**src/rtl/dmem_ws.sv**
```systemverilog
// Parametrised single-port data memory with byte enables, programmable wait states and req/ready/done handshake.
// Optional power-up clear sweep is built when the DMEM_CLEAR_EN macro is defined.
module dmem_ws #(
    parameter int DATA_W      = 32,
    parameter int ADDR_W      = 5,
    parameter int DEPTH       = 32,
    parameter int WAIT_STATES = 0
) (
    input  logic                  clk,
    input  logic                  rst_n,
    input  logic                  req,
    input  logic                  we,
    input  logic [ADDR_W-1:0]     addr,
    input  logic [DATA_W/8-1:0]   be,
    input  logic [DATA_W-1:0]     wdata,
    output logic                  ready,
    output logic                  done,
    output logic [DATA_W-1:0]     rdata,
    output logic                  err
);

    localparam int NB     = DATA_W / 8;
    localparam int MEM_AW = (DEPTH > 1) ? $clog2(DEPTH) : 1;
    localparam logic [ADDR_W:0] DEPTH_L = (ADDR_W + 1)'(DEPTH);
    localparam logic [3:0]      WS_L    = 4'(WAIT_STATES);

    typedef enum logic [1:0] {
        S_CLEAR = 2'd0,
        S_IDLE  = 2'd1,
        S_BUSY  = 2'd2
    } state_t;

    state_t              state_reg;
    logic [3:0]          cnt_reg;
    logic                we_reg;
    logic [ADDR_W-1:0]   addr_reg;
    logic [NB-1:0]       be_reg;
    logic [DATA_W-1:0]   wdata_reg;
    logic                done_reg;
    logic                err_reg;
    logic [DATA_W-1:0]   rdata_reg;

    logic                in_range;
    logic                finish;
    logic                mem_we;
    logic [MEM_AW-1:0]   mem_waddr;
    logic [NB-1:0]       mem_wbe;
    logic [DATA_W-1:0]   mem_wdata;
    logic [MEM_AW-1:0]   rd_idx;
    logic [DATA_W-1:0]   rd_word;

`ifdef DMEM_CLEAR_EN
    localparam logic [MEM_AW-1:0] LAST_ADDR = MEM_AW'(DEPTH - 1);
    logic [MEM_AW-1:0]   clear_addr_reg;
`endif

    assign in_range = ({1'b0, addr_reg} < DEPTH_L);
    assign finish   = (state_reg == S_BUSY) && (cnt_reg == 4'd0);
    assign rd_idx   = addr_reg[MEM_AW-1:0];

    // Single write port shared between the access path and the clear sweep.
    always_comb begin
        mem_we    = finish && we_reg && in_range;
        mem_waddr = addr_reg[MEM_AW-1:0];
        mem_wbe   = be_reg;
        mem_wdata = wdata_reg;
`ifdef DMEM_CLEAR_EN
        if (state_reg == S_CLEAR) begin
            mem_we    = 1'b1;
            mem_waddr = clear_addr_reg;
            mem_wbe   = '1;
            mem_wdata = '0;
        end
`endif
    end

    // One 8-bit array per byte lane so each byte enable maps onto its own write strobe.
    genvar gi;
    generate
        for (gi = 0; gi < NB; gi++) begin : g_lane
            logic [7:0] lane_mem [0:DEPTH-1];

            always_ff @(posedge clk) begin
                if (mem_we && mem_wbe[gi]) begin
                    lane_mem[mem_waddr] <= mem_wdata[gi*8 +: 8];
                end
            end

            assign rd_word[gi*8 +: 8] = lane_mem[rd_idx];
        end
    endgenerate

    always_ff @(posedge clk or negedge rst_n) begin
        if (!rst_n) begin
`ifdef DMEM_CLEAR_EN
            state_reg      <= S_CLEAR;
            clear_addr_reg <= '0;
`else
            state_reg      <= S_IDLE;
`endif
            cnt_reg   <= 4'd0;
            we_reg    <= 1'b0;
            addr_reg  <= '0;
            be_reg    <= '0;
            wdata_reg <= '0;
            done_reg  <= 1'b0;
            err_reg   <= 1'b0;
            rdata_reg <= '0;
        end else begin
            done_reg <= 1'b0;
            err_reg  <= 1'b0;
            case (state_reg)
                S_CLEAR: begin
`ifdef DMEM_CLEAR_EN
                    if (clear_addr_reg == LAST_ADDR) begin
                        state_reg <= S_IDLE;
                    end else begin
                        clear_addr_reg <= clear_addr_reg + 1'b1;
                    end
`else
                    state_reg <= S_IDLE;
`endif
                end
                S_IDLE: begin
                    if (req) begin
                        we_reg    <= we;
                        addr_reg  <= addr;
                        be_reg    <= be;
                        wdata_reg <= wdata;
                        cnt_reg   <= WS_L;
                        state_reg <= S_BUSY;
                    end
                end
                S_BUSY: begin
                    if (cnt_reg == 4'd0) begin
                        done_reg <= 1'b1;
                        err_reg  <= !in_range;
                        if (!we_reg) begin
                            rdata_reg <= in_range ? rd_word : '0;
                        end
                        state_reg <= S_IDLE;
                    end else begin
                        cnt_reg <= cnt_reg - 4'd1;
                    end
                end
                default: state_reg <= S_IDLE;
            endcase
        end
    end

    assign ready = (state_reg == S_IDLE);
    assign done  = done_reg;
    assign err   = err_reg;
    assign rdata = rdata_reg;

endmodule
```
**config.mk**
```make
export PLATFORM = sky130hd
export DESIGN_NAME = dmem_ws
export DESIGN_NICKNAME = d
export VERILOG_FILES = /design/src/rtl/dmem_ws.sv
export SDC_FILE = /design/constraint.sdc
export NUM_CORES = 1
export LEC_CHECK = 0
export CAP_MARGIN = 30
export CORE_MARGIN = 4
export CORE_UTILIZATION = 60
export DETAILED_ROUTE_END_ITERATION = 8
export PLACE_DENSITY_LB_ADDON = 0.15
export SYNTH_ARGS = -nofsm -noshare
export SYNTH_HDL_FRONTEND = slang
export SYNTH_SLANG_ARGS = --single-unit
export TNS_END_PERCENT = 20
```
**constraint.sdc**
```tcl
create_clock -name clk -period 6 [get_ports clk]
set_clock_uncertainty 0.1 [all_clocks]
set_input_delay 1.2 -clock clk [delete_from_list [all_inputs] [get_ports clk]]
set_output_delay 1.2 -clock clk [all_outputs]
set_load 0.005 [all_outputs]
```
==> flow_metrics.env <==
export IMPL_antenna_left=0
export IMPL_grt_max_degree=120
export IMPL_yosys_area_top_type="edfxtp_1"
export IMPL_swShare_pct=26.2
export IMPL_power_switching_w=0.00482
export IMPL_die_y_um=274
export IMPL_vias=22689
export IMPL_yosysSeqAreaShare_pct=77.1
export IMPL_hp_class="reg2reg"
export IMPL_maxSlewViolCount=0
export IMPL_synth_most_common_cell="edfxtp_1"
export IMPL_area_growth_pct=12.3
export IMPL_pre_cts_slack_ps=2050
export IMPL_cap_violations=0
export IMPL_r2r_end="g_lane[3].lane_mem[21][2]"
export IMPL_io_pins=80
export IMPL_ys_ff_latch=1105
export IMPL_crit_fanout=18
export IMPL_wirelength_um=112000
export IMPL_synthCells=2281
export IMPL_synthTopCellsByArea="edfxtp_1, mux4_2, mux2i_1"
export IMPL_crit_slowest_cell="nor2_1"
export IMPL_clk_pin_slew_worst_paths_ps=60
export IMPL_die_x_um=274
export IMPL_start_util_pct=60.6
export IMPL_clk_insertion_delay_late_ps=650
export IMPL_p_leak_nw=15.6
export IMPL_tritoncts="done"
export IMPL_core_sq_um=70100
export IMPL_place_congestion=0.876
export IMPL_cts_inserted_buffers=105
export IMPL_grt_use_total_pct=30.4
export IMPL_root_buffer="clkbuf_16"
export IMPL_netlist_area_sq_um=42500
export IMPL_finalSetupTns_ps=0
export IMPL_timing_final_crit_period_ps=4100
export IMPL_fmax_mhz=244
export IMPL_syn_nets=2327
export IMPL_antenna_found_initial=3
export IMPL_drt_iter0_drc=3252
export IMPL_wl_per_cell_um=32.7
export IMPL_reg2reg_depth=4
export IMPL_cts_sinks=1105
export IMPL_max_stage_delay_ps=980
export IMPL_clk_path_buf_depth=3
export IMPL_run_status="finished clean"
export IMPL_critPathKind="reg2reg"
export IMPL_cp_endpoint="g_lane[3].lane_mem[21][2]"
export IMPL_port_buffers=78
export IMPL_dominantRegCellSynth="edfxtp_1"
export IMPL_power_density_nw_per_um2=386
export IMPL_yosys_top_cells_count="edfxtp_1, mux2i_1, nor2_1, nand2_1, mux4_2"
export IMPL_drcViolationCount=0
export IMPL_ys_types=48
export IMPL_drive_above_1_share_pct=15.1
export IMPL_required_ps=6180
export IMPL_ys_async_sr_fraction_pct=7.33
export IMPL_ys_warn_count=0
export IMPL_comb_power_share_pct=15.6
export IMPL_dr_pass1_iters=7
export IMPL_cp_common_cell="nor2_1"
export IMPL_setup_viol=0
export IMPL_p_clk_share_pct=34.1
export IMPL_largest_register_ffs=1024
export IMPL_r2r_start="addr_reg[2]"
export IMPL_cts_hold_buf=0
export IMPL_min_period_over_period_pct=68.4
export IMPL_die_area_sq_um=75200
export IMPL_crit_chain="nand2b_1 -> nor2_1 -> nand2_1 -> nor2_1"
export IMPL_fin_nets=2450
export IMPL_syn_area_per_cell_sq_um=18.6
export IMPL_power_w=0.0184
export IMPL_critPathLaunchType="flop"
export IMPL_intPower_w=0.0136
export IMPL_post_cts_resized=0
export IMPL_cts_max_level=3
export IMPL_fin_cells=3435
export IMPL_timing_slew_headroom_pct=30.4
export IMPL_dp_hpwl_um=72000
export IMPL_startpoint="addr_reg[2]"
export IMPL_min_path_cells=2
export IMPL_via_per_inst=6.61
export IMPL_crit_path_end_kind="flop"
export IMPL_max_slew_worst_pin_slew_ps=1040
export IMPL_rsz0062_at_grt="false"
export IMPL_num_rows=97
export IMPL_reg2reg_slack_ps=1900
export IMPL_grt_first_pass_wirelength_um=161000
export IMPL_grt_pass1_vias=22504
export IMPL_seq_power_share_pct=50.3
export IMPL_cp_data_arrival_time_ps=4290
export IMPL_synth_edf_count=1024
export IMPL_hold_viol_final=0
export IMPL_placed_cells=3236
export IMPL_ir_drop_v=0.000279
export IMPL_worst_slack_ps=1900
export IMPL_synth_top_area_share_pct=72.3
export IMPL_post_cts_repair_setup_buffers=0
export IMPL_gr_total_overflow=0
[cells by family after synthesis]
| family | after synthesis | share of synthesized area [%] |
|---|---|---|
| AOI/OAI and AO/OA | 211 | 3.50 |
| adders and majority gates | 1 | 0.0294 |
| other | 1 | 0.00882 |
| muxes | 387 | 13.2 |
| xor gates and xnor gates | 2 | 0.0412 |
| buffers and inverters | 138 | 1.80 |
| and+or+nand+nor | 436 | 4.35 |
| DFF | 1105 | 77.1 |
[placed cells by master, fill, tap and decap left out, drive strengths merged, types with 2 or more instances in the layout]
cell type      synthesis  final
o21a                   3      3
a31oi                 18     18
nand4bb                4      4
nand4b                 2      2
mux2i                248    248
xnor2                  2      2
dfrtp                 80     80
nand2                181    181
o221ai                14     14
a22o                  14     14
a2111oi                7      7
nor2b                  5      5
o22ai                 89     89
and2                   5      5
and3                   2      2
mux2                   2      2
a22oi                 24     24
nor4                  21     21
edfxtp              1024   1024
nor3                   2      2
mux4                 137    137
nor2                 184    184
nand2b                 4      4
nand3                 12     12
inv                    6     10
o22a                   6      6
o21ai                  5      5
a21oi                 14     14
clkdlybuf4s50          0     77
nand4                  7      7
or4b                   2      2
clkinv                 0     45
a221oi                17     17
clkbuf                49    145
buf                   83     71
bufinv                 0      2
[worst min path at each step]
stage,slack [ps],from,endpoint
floorplan,350,be_reg[0],be_reg[0]
global placement,360,mem_wdata[21],mem_wdata[21]
detailed placement,360,mem_wdata[21],mem_wdata[21]
CTS,380,mem_wdata[21],mem_wdata[21]
global route,410,mem_wdata[21],mem_wdata[21]
finish,370,mem_wdata[21],mem_wdata[21]
[through the flow]
step / area [sq um] / util (%) / hold slack [ps]
final: 47700 / 68.1 / 374
after global routing: 47700 / 68.1 / 406
after CTS: 47700 / 68.0 / 378
after detailed placement: 44400 / 63.3 / 365
after global placement: 44200 / 63.0 / 359
after floorplan: 42500 / - / 346
[power groups by stage]
stage	combinational (W)	sequential, W	clock [W]
after floorplan	0.00148	0.00942	0
after global placement	0.00267	0.00946	0
after detailed placement	0.00281	0.00943	0
after CTS	0.00282	0.00928	0.00634
after global routing	0.00299	0.00929	0.00669
final	0.00287	0.00927	0.00629
[worst max-delay path, delay by kind of cell (launching register included)]
| kind | cells | cell delay, ps |
|---|---|---|
| flip-flops | 1 | 630 |
| AND/OR/NAND/NOR | 4 | 3010 |
[cell type report]
type                    count  area (sq um)
flip-flops and latches   1105         32800
fillers                  4587         22400
multi-input cells        1038          8980
clock buffers             145          2970
repair buffers            148          1490
well taps                 940          1180
clock inverters            52           305
inverters                   6          22.5
diodes                      1          2.50
[per-layer routing]
| metal | global-route usage (%) | up-vias | routed length [um] |
|---|---|---|---|
| met5 | 0 | - | 37 |
| met4 | 10.9 | 8 | 4490 |
| met3 | 7.39 | 241 | 13000 |
| met2 | 46.7 | 1408 | 52500 |
| met1 | 43.5 | 11692 | 42200 |
| li1 | - | 9340 | - |
Power figures use the tool's default switching activity.
